**src/rtl/fifo_burst_writer_pkg.sv**
```systemverilog
// fifo_burst_writer_pkg: shared types and default constants for the
// FIFO burst writer (FSM state encoding, counter widths, parameter defaults).
package fifo_burst_writer_pkg;

    // Default parameter values for fifo_burst_writer
    localparam int FBW_F_WIDTH_DEF   = 8;
    localparam int FBW_BURST_LEN_DEF = 4;
    localparam int FBW_STALL_MAX_DEF = 15;

    // Counter widths: beat covers BURST_LEN up to 16, stall covers up to 255
    localparam int FBW_BEAT_W  = 4;
    localparam int FBW_STALL_W = 8;
    localparam int FBW_CNT_W   = 16;

    // Burst FSM states
    typedef enum logic [1:0] {
        ST_IDLE  = 2'd0,
        ST_BURST = 2'd1,
        ST_ABORT = 2'd2
    } fbw_state_e;

endpackage

```
**src/rtl/fbw_hold_buf.sv**
```systemverilog
// fbw_hold_buf: one-entry holding register between the upstream valid/ready
// source and the FIFO write port. Accepts a new word whenever the slot is
// empty or is being drained by a FIFO write in the same cycle.
module fbw_hold_buf
    import fifo_burst_writer_pkg::*;
#(
    parameter int F_WIDTH = FBW_F_WIDTH_DEF
) (
    input  logic               w_clk,
    input  logic               c_reset,
    input  logic               s_valid,
    input  logic [F_WIDTH-1:0] s_data,
    input  logic               w_en,
    output logic               s_ready,
    output logic               hold_vld,
    output logic [F_WIDTH-1:0] hold_data
);

    // A write frees the slot this cycle, so a new word may land in the same edge
    assign s_ready = !hold_vld || w_en;

    // Capture on upstream transfer; otherwise a write empties the slot.
    // hold_data is left in place after a write so the data bus stays stable.
    always_ff @(posedge w_clk or posedge c_reset) begin
        if (c_reset) begin
            hold_vld  <= 1'b0;
            hold_data <= '0;
        end else if (s_valid && s_ready) begin
            hold_vld  <= 1'b1;
            hold_data <= s_data;
        end else if (w_en) begin
            hold_vld  <= 1'b0;
        end
    end

endmodule

```
**src/rtl/fifo_burst_writer.sv**
```systemverilog
// fifo_burst_writer: moves upstream words into a FIFO in bursts of BURST_LEN.
// A burst starts only when the FIFO is neither full nor almost full; inside a
// burst only f_full_flag throttles writes. Optional stall timeout is enabled
// by defining FBW_STALL_TIMEOUT_EN (aborts a burst after STALL_MAX idle
// cycles); without it a burst waits indefinitely and timeout_err stays 0.
module fifo_burst_writer
    import fifo_burst_writer_pkg::*;
#(
    parameter int F_WIDTH   = FBW_F_WIDTH_DEF,
    parameter int BURST_LEN = FBW_BURST_LEN_DEF,
    parameter int STALL_MAX = FBW_STALL_MAX_DEF
) (
    input  logic                 w_clk,
    input  logic                 c_reset,
    input  logic                 s_valid,
    input  logic [F_WIDTH-1:0]   s_data,
    output logic                 s_ready,
    input  logic                 f_full_flag,
    input  logic                 f_almost_full_flag,
    output logic                 w_en,
    output logic [F_WIDTH-1:0]   fifo_d_in,
    output logic                 burst_active,
    output logic                 burst_done,
    output logic                 timeout_err,
    output logic [FBW_CNT_W-1:0] wr_count
);

    localparam logic [FBW_BEAT_W-1:0] LAST_BEAT = FBW_BEAT_W'(BURST_LEN - 1);

    fbw_state_e           state;
    logic [FBW_BEAT_W-1:0] beat;
    logic                 hold_vld;
    logic [F_WIDTH-1:0]   hold_data;
    logic                 start_ok;
    logic                 last_write;

    fbw_hold_buf #(
        .F_WIDTH (F_WIDTH)
    ) u_hold (
        .w_clk     (w_clk),
        .c_reset   (c_reset),
        .s_valid   (s_valid),
        .s_data    (s_data),
        .w_en      (w_en),
        .s_ready   (s_ready),
        .hold_vld  (hold_vld),
        .hold_data (hold_data)
    );

    assign fifo_d_in    = hold_data;
    assign w_en         = (state == ST_BURST) && hold_vld && !f_full_flag;
    assign burst_active = (state == ST_BURST);

    // Almost-full only gates the start of a burst
    assign start_ok   = hold_vld && !f_full_flag && !f_almost_full_flag;
    assign last_write = w_en && (beat == LAST_BEAT);

`ifdef FBW_STALL_TIMEOUT_EN
    localparam logic [FBW_STALL_W-1:0] STALL_LAST = FBW_STALL_W'(STALL_MAX - 1);

    logic [FBW_STALL_W-1:0] stall_cnt;
    logic                   stall_hit;

    // The current idle burst cycle is the STALL_MAX-th one
    assign stall_hit = (state == ST_BURST) && !w_en && (stall_cnt >= STALL_LAST);

    // Saturating count of consecutive non-writing cycles inside a burst
    always_ff @(posedge w_clk or posedge c_reset) begin
        if (c_reset) begin
            stall_cnt <= '0;
        end else if (state != ST_BURST || w_en) begin
            stall_cnt <= '0;
        end else if (stall_cnt != {FBW_STALL_W{1'b1}}) begin
            stall_cnt <= stall_cnt + 1'b1;
        end
    end
`else
    assign timeout_err = 1'b0;
`endif

    // Burst FSM with registered one-cycle status pulses
    always_ff @(posedge w_clk or posedge c_reset) begin
        if (c_reset) begin
            state      <= ST_IDLE;
            beat       <= '0;
            burst_done <= 1'b0;
`ifdef FBW_STALL_TIMEOUT_EN
            timeout_err <= 1'b0;
`endif
        end else begin
            burst_done <= 1'b0;
`ifdef FBW_STALL_TIMEOUT_EN
            timeout_err <= 1'b0;
`endif
            case (state)
                ST_IDLE: begin
                    if (start_ok) begin
                        state <= ST_BURST;
                        beat  <= '0;
                    end
                end
                ST_BURST: begin
                    if (last_write) begin
                        state      <= ST_IDLE;
                        beat       <= '0;
                        burst_done <= 1'b1;
                    end else if (w_en) begin
                        beat <= beat + 1'b1;
                    end
`ifdef FBW_STALL_TIMEOUT_EN
                    else if (stall_hit) begin
                        state       <= ST_ABORT;
                        beat        <= '0;
                        timeout_err <= 1'b1;
                    end
`endif
                end
                // Single dead cycle; held word stays for the next burst
                ST_ABORT: begin
                    state <= ST_IDLE;
                end
                default: begin
                    state <= ST_IDLE;
                end
            endcase
        end
    end

    // Running count of FIFO writes, wraps naturally at 16 bits
    always_ff @(posedge w_clk or posedge c_reset) begin
        if (c_reset) begin
            wr_count <= '0;
        end else if (w_en) begin
            wr_count <= wr_count + 1'b1;
        end
    end

endmodule

```
**config.mk**
```make
export PLATFORM = sky130hd
export DESIGN_NAME = fifo_burst_writer
export DESIGN_NICKNAME = d
export VERILOG_FILES = /design/src/rtl/fifo_burst_writer_pkg.sv /design/src/rtl/fbw_hold_buf.sv /design/src/rtl/fifo_burst_writer.sv
export SDC_FILE = /design/constraint.sdc
export NUM_CORES = 1
export LEC_CHECK = 0
export ABC_CLOCK_PERIOD_IN_PS = 3000
export CAP_MARGIN = 10
export CORE_MARGIN = 4
export CORE_UTILIZATION = 49
export CTS_BUF_LIST = sky130_fd_sc_hd__clkbuf_16
export DETAILED_ROUTE_END_ITERATION = 10
export GPL_TIMING_DRIVEN = 0
export PLACE_DENSITY_LB_ADDON = 0.15
export SYNTH_ARGS = -nofsm -noshare
export SYNTH_HDL_FRONTEND = slang
export SYNTH_SLANG_ARGS = --single-unit
```
**constraint.sdc**
```tcl
create_clock -name w_clk -period 3 [get_ports w_clk]
set_input_delay 0.6 -clock w_clk [delete_from_list [all_inputs] [get_ports w_clk]]
set_output_delay 0.6 -clock w_clk [all_outputs]
set_load 0.05 [all_outputs]
```
==> flow_summary.ini <==
[floorplanning]
die_w_um = 60.78
num_rows = 18
core_sq_um = 2567
initial_utilization_pct = 53.17
chipHeight_um = 60.78
ioPinCount = 42
die_area_sq_um = 3694

[global_routing]
track_usage_pct = 17.41
grt_pass1_vias = 950
antenna_found_initial = 0
grt_max_degree = 32
grt_first_pass_wirelength_um = 4485
grt_remaining_overflow = 0

[clock_network]
clockBufferDepth = 2
cts-buffers-inserted = 5
cts_hold_buf = 0
clock_latency_ns = 0.27
cts_tree = yes
numClockSinks = 31
clk_pin_slew_ns = 0.05
cts-root-buf = clkbuf_16
h-tree-depth = 2

[pwr]
peakVddDrop_mv = 0.9249
p_leak_nw = 0.8919
p_per_area_nw_per_um2 = 949.7

[route]
post_drt_via_cell_ratio = 5.190
wl_per_cell_um = 14.37
dr_wl_met2_um = 1397
top_layer_used = met4
met3_length_um = 181
wl_um = 2716
met1_length_um = 1091
drc = 0
vias = 981
dr.pass1.iters = 3
detail-route-antenna-nets = 0
drt-initial-drc-count = 32

[hold_path]
hp-start = wr_count[15]
hold_path.class = flop to flop
min_to = wr_count[15]
holdPathStages = 1

[synth]
ys_ff_latch = 31
mappedNetlistArea_sq_um = 1365
synth_cell_types = 32
async_flop_share_pct = 100.0
synth_edf_count = 0
avgSynthCellArea_sq_um = 12.41
ys.flop_type = dfrtp_1
synth_nets = 125
yosysWarnings = 0
ys_seq_area_share_pct = 56.83
syn_inst = 110

[outcome]
status = finished clean

[timing]
rsz0062_at_grt = no
setup_viol = 0
hold_ws_ns = 0.4738
setup_ws_ns = 0.2269
worst_pin_slew_ns = 0.5135
final.min_clock_period_ns = 2.773
finalHoldViolCount = 0
drv_slew = 0
max_freq_mhz = 360.6
skew_ns = 0.004062
post-route-period-util_pct = 92.44
max_slew_margin_pct = 65.66

[worst_setup_path]
path_cells = clkdlybuf4s50_1 > and2b_1 > and2_1 > buf_2 > dlygate4sd2_1
worstPathMaxFanout = 9
rrSetupSlack_ns = 1.49
critPathLaunchType = input pin
path_class = input pin to output port
slowest_stage = dlygate4sd2_1
r2r_cells = 5
r2r_start = state[0]
critPathMaxStageDelay_ns = 0.55
critPathArrivalTime_ns = 2.17
required_ns = 2.40
crit_path_end_kind = output port
reg2reg_to = u_hold.hold_data[4]

[final_layout]
nNetsFinal = 173
diodes = 0
final_layout_size_suffix_gt1_share_pct = 13.21
layout_commonest_cell = clkdlybuf4s50_1
final_core_util_pct = 76.56
syn_to_final_growth_pct = 44.00
layout_common_cells = clkdlybuf4s50_1 (39), dfrtp_1 (31), nand2_1 (10), xnor2_1 (10), mux2_2 (8)
final_cells = 189
final_cell_area_sq_um = 1966

[placement]
dp.cells = 180
post-place-ws_ns = -0.05794
hpwlAfterDp_um = 1974
place.gp.congestion = 0.7685
dpl_cell_area_sq_um = 1803
place.port_buffers = 40

[flow_run]
max_cap_violations = 0
## area by class of cell
type / instances / area [sq um]
buffer: 3 / 23.77
clock buffer: 5 / 125.1
clock inverter: 3 / 11.26
fill: 182 / 601.8
inverter: 3 / 11.26
multi-input combinational: 73 / 554.3
sequential: 31 / 775.7
tap: 30 / 37.54
timing repair buffer: 41 / 426.7
## state kept, by name, indices dropped and copies added (netlist names)
register,flops
beat,4
burst_done,1
state,1
u_hold.hold_data,8
u_hold.hold_vld,1
wr_count,16
## through the flow
stage	setup TNS, ns	power (mW)
after floorplan	0	1.151
after global placement	-0.05109	1.390
after detailed placement	-0.05794	1.415
after CTS	0	1.886
after global routing	0	1.970
final	0	1.867
## timing repair
action	CTS	global route
setup buffers	0	0
resized for setup	1	0
setup endpoints to repair	1	0
## how the worst max path moves through the flow
stage / end / start / slack [ns] / cells after the start
global route: w_en / f_full_flag / 0.13 / 5
finish: w_en / f_full_flag / 0.23 / 5
global placement: w_en / f_full_flag / -0.05 / 5
CTS: w_en / f_full_flag / 0.22 / 5
floorplan: u_hold.hold_data[0] / state[0] / 0.85 / 5
detailed placement: w_en / f_full_flag / -0.06 / 5
## routing by layer
layer  up-vias  track usage, %
li1        466               -
met1       479           20.70
met2        31           27.02
met3         5           7.660
met4         0           8.359
met5         -               0
## Yosys cell counts (2+ instances only)
cell type,number,area share (%)
nand4_1,2,0.92
nand3_1,5,1.8
and2_1,3,1.4
xor2_1,5,3.2
mux2_2,8,6.6
ha_1,2,1.8
nor2_1,5,1.4
inv_1,3,0.82
and3_1,3,1.4
nand2_1,10,2.8
xnor2_1,10,6.4
and4_1,2,1.3
dfrtp_1,31,57
o21ai_0,2,0.73
a21oi_1,2,0.73
## cells by family (layout without fill, tap and decap cells)
logic type | after synthesis | in the layout | synth area share (%)
compound gates | 7 | 7 | 3.392
xor+xnor | 15 | 15 | 9.624
fa+ha+maj | 2 | 2 | 1.833
buf+inv | 6 | 55 | 2.566
flops | 31 | 31 | 56.83
mux | 10 | 10 | 8.158
other cells | 1 | 1 | 0.2747
simple gates | 38 | 38 | 17.33
## critical path, delay by kind of cell
kind / cells / cell delay (ns)
buffers and inverters: 3 / 1.19
AND/OR/NAND/NOR: 2 / 0.37
## report_power, final
part	switching [mW]	internal, mW
combinational	0.490	0.291
clock	0.162	0.297
sequential	0.104	0.521
total	0.757	1.11
No activity file was read; power rests on OpenSTA's default activity.
